**config.mk**
```make
export PLATFORM = sky130hd
export DESIGN_NAME = vx_perf_cache_counters_flat
export DESIGN_NICKNAME = d
export VERILOG_FILES = /design/src/rtl/vx_perf_cache_counters_if.sv /design/src/rtl/vx_perf_cache_counters.sv /design/src/flat_wrapper.sv
export SDC_FILE = /design/constraint.sdc
export NUM_CORES = 1
export LEC_CHECK = 0
export ABC_AREA = 1
export CORE_MARGIN = 2
export CORE_UTILIZATION = 45
export CTS_CLUSTER_DIAMETER = 150
export CTS_CLUSTER_SIZE = 8
export DETAILED_ROUTE_END_ITERATION = 12
export PLACE_DENSITY = 0.71
export SYNTH_ARGS = -nofsm -noshare
export SYNTH_HDL_FRONTEND = slang
export SYNTH_SLANG_ARGS = --single-unit
export TNS_END_PERCENT = 5
```
**constraint.sdc**
```tcl
create_clock -name clk -period 6.7 [get_ports clk]
set_clock_uncertainty 0.1 [all_clocks]
set_input_delay 1.005 -clock clk [delete_from_list [all_inputs] [get_ports clk]]
set_output_delay 1.005 -clock clk [all_outputs]
set_load 0.01 [all_outputs]
```
**src/rtl/vx_perf_cache_counters_if.sv**
```systemverilog
// Cache perf interface between a cache's counter unit and its consumer.
//   master (counter unit): drives the eight counters, the sticky overflow
//                          flags and the snap_valid pulse; reads snap_req.
//   slave  (consumer)    : drives snap_req; reads everything else.
// overflow bit order: 0 reads, 1 writes, 2 read_misses, 3 write_misses,
// 4 bank_stalls, 5 mshr_stalls, 6 mem_stalls, 7 crsp_stalls.
interface vx_perf_cache_counters_if #(
  parameter int CTR_BITS = 44
);
  logic [CTR_BITS-1:0] reads;
  logic [CTR_BITS-1:0] writes;
  logic [CTR_BITS-1:0] read_misses;
  logic [CTR_BITS-1:0] write_misses;
  logic [CTR_BITS-1:0] bank_stalls;
  logic [CTR_BITS-1:0] mshr_stalls;
  logic [CTR_BITS-1:0] mem_stalls;
  logic [CTR_BITS-1:0] crsp_stalls;
  logic [7:0]          overflow;
  logic                snap_req;
  logic                snap_valid;

  modport master (
    output reads, writes, read_misses, write_misses,
           bank_stalls, mshr_stalls, mem_stalls, crsp_stalls,
           overflow, snap_valid,
    input  snap_req
  );

  modport slave (
    input  reads, writes, read_misses, write_misses,
           bank_stalls, mshr_stalls, mem_stalls, crsp_stalls,
           overflow, snap_valid,
    output snap_req
  );
endinterface

```
**src/rtl/vx_perf_cache_counters.sv**
```systemverilog
// Cache performance-counter unit. Per-bank / per-port event strobes are
// gated by enable and registered (stage 1), then reduced by popcount and
// accumulated into eight counters (stage 2). Supports wrap or saturate
// arithmetic, sticky overflow flags, synchronous clear and an optional
// atomic snapshot into shadow registers.
// Ports:
//   clk, reset_n      clock, asynchronous active-low reset
//   enable            gates events sampled in the same cycle
//   clear             synchronous clear of counters, flags and stage 1
//   bank_*            NUM_BANKS-wide event strobes
//   mem_stall         single memory-side stall strobe
//   crsp_stall        NUM_REQS-wide core response stall strobes
//   perf              master side of the cache perf interface
module vx_perf_cache_counters #(
  parameter int NUM_BANKS = 4,
  parameter int NUM_REQS  = 4,
  parameter int CTR_BITS  = 44,
  parameter bit SATURATE  = 1'b0,
  parameter bit SNAPSHOT  = 1'b1
) (
  input  logic                 clk,
  input  logic                 reset_n,
  input  logic                 enable,
  input  logic                 clear,
  input  logic [NUM_BANKS-1:0] bank_rd_fire,
  input  logic [NUM_BANKS-1:0] bank_wr_fire,
  input  logic [NUM_BANKS-1:0] bank_rd_miss,
  input  logic [NUM_BANKS-1:0] bank_wr_miss,
  input  logic [NUM_BANKS-1:0] bank_stall,
  input  logic [NUM_BANKS-1:0] bank_mshr_stall,
  input  logic                 mem_stall,
  input  logic [NUM_REQS-1:0]  crsp_stall,
  vx_perf_cache_counters_if.master perf
);

  localparam int BW = $clog2(NUM_BANKS + 1);
  localparam int RW = $clog2(NUM_REQS + 1);

  typedef logic [CTR_BITS-1:0] ctr_t;

  // Bank event vectors, index k matches counter index k (0..5).
  logic [5:0][NUM_BANKS-1:0] ev_bank;
  logic [5:0][NUM_BANKS-1:0] s1_bank;
  logic                      s1_mem;
  logic [NUM_REQS-1:0]       s1_crsp;

  logic [7:0][CTR_BITS-1:0]  ctr;
  logic [7:0][CTR_BITS-1:0]  inc;
  logic [7:0][CTR_BITS-1:0]  nxt;
  logic [7:0][CTR_BITS-1:0]  out_val;
  logic [7:0]                carry;
  logic [7:0]                ovf;

  assign ev_bank = {bank_mshr_stall, bank_stall, bank_wr_miss,
                    bank_rd_miss, bank_wr_fire, bank_rd_fire};

  function automatic ctr_t pop_bank(input logic [NUM_BANKS-1:0] v);
    logic [BW-1:0] n;
    n = '0;
    for (int i = 0; i < NUM_BANKS; i++) n = n + BW'(v[i]);
    return ctr_t'(n);
  endfunction

  function automatic ctr_t pop_req(input logic [NUM_REQS-1:0] v);
    logic [RW-1:0] n;
    n = '0;
    for (int i = 0; i < NUM_REQS; i++) n = n + RW'(v[i]);
    return ctr_t'(n);
  endfunction

  // Counter next-state ignoring clear; also what a snapshot captures.
  // The extra MSB of the sum is the carry that raises overflow.
  always_comb begin
    inc   = '0;
    nxt   = '0;
    carry = '0;
    for (int k = 0; k < 6; k++) inc[k] = pop_bank(s1_bank[k]);
    inc[6] = ctr_t'(s1_mem);
    inc[7] = pop_req(s1_crsp);
    for (int k = 0; k < 8; k++) begin
      {carry[k], nxt[k]} = {1'b0, ctr[k]} + {1'b0, inc[k]};
      if (SATURATE && carry[k]) nxt[k] = '1;
    end
  end

  // Clear zeroes stage 1 too, so the increment pending at the clear
  // edge and the clear cycle's own events are both dropped.
  always_ff @(posedge clk or negedge reset_n) begin
    if (!reset_n) begin
      s1_bank <= '0;
      s1_mem  <= 1'b0;
      s1_crsp <= '0;
      ctr     <= '0;
      ovf     <= '0;
    end else if (clear) begin
      s1_bank <= '0;
      s1_mem  <= 1'b0;
      s1_crsp <= '0;
      ctr     <= '0;
      ovf     <= '0;
    end else begin
      s1_bank <= enable ? ev_bank : '0;
      s1_mem  <= enable & mem_stall;
      s1_crsp <= enable ? crsp_stall : '0;
      ctr     <= nxt;
      ovf     <= ovf | carry;
    end
  end

  generate
    if (SNAPSHOT) begin : g_snap
      logic [7:0][CTR_BITS-1:0] shadow;
      logic                     snap_q;

      // Shadows are deliberately untouched by clear so a snapshot taken
      // together with clear still reports the pre-clear totals.
      always_ff @(posedge clk or negedge reset_n) begin
        if (!reset_n) begin
          shadow <= '0;
          snap_q <= 1'b0;
        end else begin
          snap_q <= perf.snap_req;
          if (perf.snap_req) shadow <= nxt;
        end
      end

      assign out_val         = shadow;
      assign perf.snap_valid = snap_q;
    end else begin : g_live
      assign out_val         = ctr;
      assign perf.snap_valid = 1'b0;
    end
  endgenerate

  assign perf.reads        = out_val[0];
  assign perf.writes       = out_val[1];
  assign perf.read_misses  = out_val[2];
  assign perf.write_misses = out_val[3];
  assign perf.bank_stalls  = out_val[4];
  assign perf.mshr_stalls  = out_val[5];
  assign perf.mem_stalls   = out_val[6];
  assign perf.crsp_stalls  = out_val[7];
  assign perf.overflow     = ovf;

endmodule

```
**src/flat_wrapper.sv**
```systemverilog
// flat-port wrapper written by rule: the top's interface ports become plain ports
module vx_perf_cache_counters_flat 
#(
  parameter int NUM_BANKS = 4,
  parameter int NUM_REQS  = 4,
  parameter int CTR_BITS  = 44,
  parameter bit SATURATE  = 1'b0,
  parameter bit SNAPSHOT  = 1'b1
)
  (clk, reset_n, enable, clear, bank_rd_fire, bank_wr_fire, bank_rd_miss, bank_wr_miss, bank_stall, bank_mshr_stall, mem_stall, crsp_stall, perf_reads, perf_writes, perf_read_misses, perf_write_misses, perf_bank_stalls, perf_mshr_stalls, perf_mem_stalls, perf_crsp_stalls, perf_overflow, perf_snap_valid, perf_snap_req);
  vx_perf_cache_counters_if #(.CTR_BITS(CTR_BITS)) perf_i ();
  input  logic clk;
  input  logic reset_n;
  input  logic enable;
  input  logic clear;
  input  logic [NUM_BANKS-1:0] bank_rd_fire;
  input  logic [NUM_BANKS-1:0] bank_wr_fire;
  input  logic [NUM_BANKS-1:0] bank_rd_miss;
  input  logic [NUM_BANKS-1:0] bank_wr_miss;
  input  logic [NUM_BANKS-1:0] bank_stall;
  input  logic [NUM_BANKS-1:0] bank_mshr_stall;
  input  logic mem_stall;
  input  logic [NUM_REQS-1:0] crsp_stall;
  output wire logic [$bits(perf_i.reads)-1:0] perf_reads;
  output wire logic [$bits(perf_i.writes)-1:0] perf_writes;
  output wire logic [$bits(perf_i.read_misses)-1:0] perf_read_misses;
  output wire logic [$bits(perf_i.write_misses)-1:0] perf_write_misses;
  output wire logic [$bits(perf_i.bank_stalls)-1:0] perf_bank_stalls;
  output wire logic [$bits(perf_i.mshr_stalls)-1:0] perf_mshr_stalls;
  output wire logic [$bits(perf_i.mem_stalls)-1:0] perf_mem_stalls;
  output wire logic [$bits(perf_i.crsp_stalls)-1:0] perf_crsp_stalls;
  output wire logic [$bits(perf_i.overflow)-1:0] perf_overflow;
  output wire logic [$bits(perf_i.snap_valid)-1:0] perf_snap_valid;
  input wire logic [$bits(perf_i.snap_req)-1:0] perf_snap_req;
  assign perf_reads = perf_i.reads;
  assign perf_writes = perf_i.writes;
  assign perf_read_misses = perf_i.read_misses;
  assign perf_write_misses = perf_i.write_misses;
  assign perf_bank_stalls = perf_i.bank_stalls;
  assign perf_mshr_stalls = perf_i.mshr_stalls;
  assign perf_mem_stalls = perf_i.mem_stalls;
  assign perf_crsp_stalls = perf_i.crsp_stalls;
  assign perf_overflow = perf_i.overflow;
  assign perf_snap_valid = perf_i.snap_valid;
  assign perf_i.snap_req = perf_snap_req;
  vx_perf_cache_counters #(.NUM_BANKS(NUM_BANKS), .NUM_REQS(NUM_REQS), .CTR_BITS(CTR_BITS), .SATURATE(SATURATE), .SNAPSHOT(SNAPSHOT)) u_core (.clk(clk), .reset_n(reset_n), .enable(enable), .clear(clear), .bank_rd_fire(bank_rd_fire), .bank_wr_fire(bank_wr_fire), .bank_rd_miss(bank_rd_miss), .bank_wr_miss(bank_wr_miss), .bank_stall(bank_stall), .bank_mshr_stall(bank_mshr_stall), .mem_stall(mem_stall), .crsp_stall(crsp_stall), .perf(perf_i));
endmodule
```
======== After elaboration in Yosys (flattened, before gate mapping) ========
Cells that the tools add are included.
cells by class
  add/subtract/negate cells ............... 29
  mux-type cells .......................... 7
  bitwise gates (word level) .............. 2
operators with widths
  cell                    number
  two-way mux 352 bit     1
  adder 44 x 3 -> 45 bit  7
  two-way mux 24 bit      2
  adder 44 x 1 -> 45 bit  1
  adder 3 x 1 -> 3 bit    14
  adder 1 x 1 -> 2 bit    7
  two-way mux 4 bit       2
  two-way mux 8 bit       1
  OR 8 bit                1
  bitwise AND 1 bit       1
  two-way mux 1 bit       1
word-level totals
  bits in registers ....................... 742

======== Longest topological paths before layout ========
  word-level depth ........................ 6
  mapped depth ............................ 17

======== Least setup slack after synthesis ========
Ideal clock, no wire load.
  kind .................................... register to register
  start ................................... reg u_core.s1_bank[20] in the netlist's numbering
  end ..................................... reg u_core.g_snap.shadow, in the netlist u_core.perf.mshr_stalls[24]
  library setup time ...................... 117 ps
  data arrival time ....................... 2525 ps
  path slack .............................. 3958 ps
  stages on the path, launching flop included .. 17
  path buffers ............................ 0
  period minus slack after synthesis ...... 2742 ps
  cell sequence ........................... dfrtp_1 ha_1 inv_1 fa_1 inv_1 ha_1 inv_1 fa_1 inv_1 nand2_1 nand2_1 nand2_1 nor2_1 nand2_1 xor2_1 nand2_1 nand2_1
on the way
  longest elaborated chain between the ends .. 4
ends and longest elaborated chain
  item                               line                           text
  from (decl)                        vx_perf_cache_counters.sv:43   logic [5:0][NUM_BANKS-1:0] s1_bank;
  from (signal assigned)             vx_perf_cache_counters.sv:102  s1_bank <= enable ? ev_bank : '0;
  adder 1 x 1 -> 2 bit               vx_perf_cache_counters.sv:60   for (int i = 0; i < NUM_BANKS; i++) n = n + BW'(v[i]);
  adder 3 x 1 -> 3 bit (2 in a row)  vx_perf_cache_counters.sv:60
  adder 44 x 3 -> 45 bit             vx_perf_cache_counters.sv:81   {carry[k], nxt[k]} = {1'b0, ctr[k]} + {1'b0, inc[k]};
  to (signal assigned)               vx_perf_cache_counters.sv:123  if (perf.snap_req) shadow <= nxt;
  to (decl)                          vx_perf_cache_counters.sv:112  logic [7:0][CTR_BITS-1:0] shadow;
Every way passes these cells.
A chain may end at the register's enable or synchronous reset.

======== Worst setup path in the final report ========
Same ends and word-level chain as after synthesis.

==> results.md <==
- Outcome: finished clean
- Die area: 0.0854 mm^2
- Cts bufs inserted: 102
- DRT iter0 DRCs: 2515
- Non-Filler Instances: 6353
- Post-CTS Resized: 0
- Core Footprint: 0.0821 mm^2
- Post-synth EDFFs: 0
- DP Cell Count: 6243
- CTS Hold Bufs: 0
- Post-CTS Setup Inserts: 0
- WL per Instance: 17.1 um
- Pwr/cell area: 215 mW/mm^2
- Placed Instance Area: 0.0423 mm^2
- Hold Path Class: in -> async
- Leak: 20.5 nW
- Initial antenna violation count: 0
- Fin worst setup slack: 3540 ps
- TritonRoute pass-1 iters: 6
- Worst r2r src: u_core.s1_bank[20]
- GRT Overall Usage: 0.254
- Flops & latches, synth: 742
- Fin. Hold Viols: 0
- FMAX: 317 MHz
- RSZ-0062 raised after global routing: false
- CTS tree: done
- Final Cycle Share: 0.471
- Post-synthesis sequential area ratio: 0.497
- CP startpoint kind: register
- Die Wd: 292 um
- Clk slew on worst S/H paths: 50 ps
- DRC: 0
- Syn Inst Count: 4884
- Setup TNS: 0 ps
- Total wire length: 109000 um
- Ys async rst share: 1.00
- CP Capture Type: register
- Vias per cell: 5.09
- Crit path kind: reg -> reg
- CTS Root Buffer Type: clkbuf_16
- GRT Residual Overflow: 0
- Area delta synth->final: 20.5%
- Syn Std Cell Area: 0.0374 mm^2
- Critical path fanouts, max: 4
- Place WS: 2970 ps
- Worst EP required: 7180 ps
- Worst Max-Slew Pin Slew: 1190 ps
- Max_slew headroom: 0.206
- Hold slack: 337 ps
- Placer Congestion: 0.963
- Mean Syn Cell Area: 7.66 um^2
- Share of layout cells above drive strength 1: 0.0545
- Main synth FF type: dfrtp_1
- Crit Reg-Reg Endpoint: u_core.perf.mshr_stalls[24]
- Port bufs: 394
- Slew Limit Fails: 0
- Reg-to-reg slack, setup: 3540 ps
- Vias: 32400
- Nets: 5362
- H-tree Lvls: 3
- Total power: 9.67 mW
- Final ANT Viol Nets: 0
- Vias in the first global route: 31600
- Worst Path Arrival: 3640 ps
- Syn_nets: 4969
- Count of different cell masters after synthesis: 37
- Global-route wire length before repair: 173000 um
- Maximum vdd drop: 0.000183 V
- Post-route minimum period: 3160 ps
- Initial Utilization: 0.455
- Max cap viols: 0
- Sink Count: 742
- Vert. Die Dim: 292 um
- End-of-flow core utilization: 0.549
- Setup violators final: 0
- Synth warnings: 0
- Largest net degree at the start of global routing: 182
- Cell Rows: 105
- Reg2Reg Depth: 16
- Design Area, Final: 0.0450 mm^2
- CTS max path bufs: 3
- # IOs: 395
- Number of diodes: 0
- Post-DP HPWL: 78500 um
- Skew-Pair Late Insertion Delay: 650 ps
-- layout by cell type (no fill, tap or decap), types with 5 or more instances in the layout --
| master | synthesis | final |
|---|---|---|
| nand2_1 | 1831 | 1831 |
| dfrtp_1 | 742 | 742 |
| nor2_1 | 726 | 726 |
| inv_1 | 418 | 416 |
| clkdlybuf4s50_1 | 0 | 390 |
| nand3_1 | 220 | 220 |
| nand4_1 | 113 | 113 |
| a21oi_1 | 113 | 113 |
| clkbuf_16 | 0 | 104 |
| xor2_1 | 102 | 102 |
| o21ai_0 | 84 | 84 |
| xnor2_1 | 66 | 66 |
| nor2_2 | 65 | 65 |
| o21ai_1 | 54 | 54 |
| and2_1 | 39 | 39 |
| ha_1 | 37 | 37 |
| nor2_4 | 33 | 33 |
| nand2_2 | 30 | 30 |
| nand3b_1 | 30 | 30 |
| fa_1 | 14 | 14 |
| buf_4 | 1 | 14 |
| nand2_4 | 7 | 7 |
| inv_2 | 5 | 6 |
| nand3_2 | 5 | 5 |
| a31oi_1 | 5 | 5 |
-- worst max-delay path: stages, from the launching register on --
cell and delay (ps):
dfrtp_1 360, ha_1 280, inv_1 70, fa_1 400, inv_1 60, ha_1 240, inv_1 80, fa_1 440
inv_1 120, nand2_1 70, nand2_1 60, nand2_1 80, nor2_1 230, nand2_1 100, xor2_1 230, nand2_1 90
nand2_1 80
-- logic make-up (layout without fill, tap and decap cells) --
group                    Yosys count  count (layout)  share of synthesized area
AO/OA/AOI/OAI                    263             263                     0.0363
XOR/XNOR                         169             169                     0.0398
adder cells (fa/ha/maj)           51              51                     0.0199
buffers and inverters            546             945                     0.0567
flip-flops                       742             742                      0.497
AND/OR/NAND/NOR                 3113            3113                      0.351
-- cells in the mapped netlist, drive strengths merged (3+ instances only) --
cell type | instances | area [um^2]
a21oi | 113 | 566
a31oi | 5 | 31.3
and2 | 39 | 244
buf | 62 | 303
clkbuf | 61 | 229
dfrtp | 742 | 18600
fa | 14 | 280
ha | 37 | 463
inv | 423 | 1590
nand2 | 1868 | 7140
nand3 | 225 | 1150
nand3b | 30 | 225
nand4 | 113 | 707
nor2 | 828 | 3580
nor3 | 3 | 15.0
nor3b | 3 | 22.5
o21ai | 140 | 716
o21bai | 3 | 30.0
or2 | 3 | 18.8
xnor2 | 67 | 594
xor2 | 102 | 893
-- worst max-delay path by stage --
| stage | start | slack, ps | cells past startpoint | endpoint |
|---|---|---|---|---|
| 2_1_floorplan | u_core.s1_bank[20] | 3960 | 16 | u_core.perf.mshr_stalls[24] |
| 3_3_place_gp | perf_snap_req | 3040 | 4 | u_core.perf.mshr_stalls[17] |
| 3_5_place_dp | perf_snap_req | 2970 | 4 | u_core.perf.crsp_stalls[4] |
| 4_1_cts | u_core.s1_bank[20] | 3570 | 16 | u_core.perf.mshr_stalls[24] |
| 5_1_grt | u_core.s1_bank[20] | 3360 | 16 | u_core.ctr[244] |
| 6_report | u_core.s1_bank[20] | 3540 | 16 | u_core.perf.mshr_stalls[24] |
-- final cells by class --
| cell class | instances | area, um^2 |
|---|---|---|
| inverters | 423 | 1600 |
| flip-flops and latches | 742 | 18600 |
| clock buffers | 105 | 2620 |
| well taps | 1070 | 1340 |
| fillers | 7687 | 37100 |
| clock inverters | 5 | 85.1 |
| multi-input cells | 3596 | 16700 |
| repair buffers | 412 | 4140 |
-- registers in the layout, indices dropped and copies added (netlist names) --
signal                    cells
u_core.ctr                  352
u_core.perf.bank_stalls      44
u_core.perf.crsp_stalls      44
u_core.perf.mem_stalls       44
u_core.perf.mshr_stalls      44
u_core.perf.overflow          8
u_core.perf.read_misses      44
u_core.perf.reads            44
u_core.perf.snap_valid        1
u_core.perf.write_misses     44
u_core.perf.writes           44
u_core.s1_bank               24
u_core.s1_crsp                4
u_core.s1_mem                 1
-- metal layers --
metal,routed length [um],share of wire,track usage,vias up
met3,6230,0.057,0.0378,165
li1,-,-,-,15900
met5,0,0,0,-
met1,50000,0.46,0.360,15400
met4,2640,0.024,0.0728,0
met2,49700,0.46,0.406,955
-- where the power goes --
| group | switching, mW | internal (mW) |
|---|---|---|
| logic | 0.319 | 0.134 |
| clock network | 1.91 | 2.73 |
| registers | 0.0387 | 4.55 |
Power figures use the tool's default switching activity.
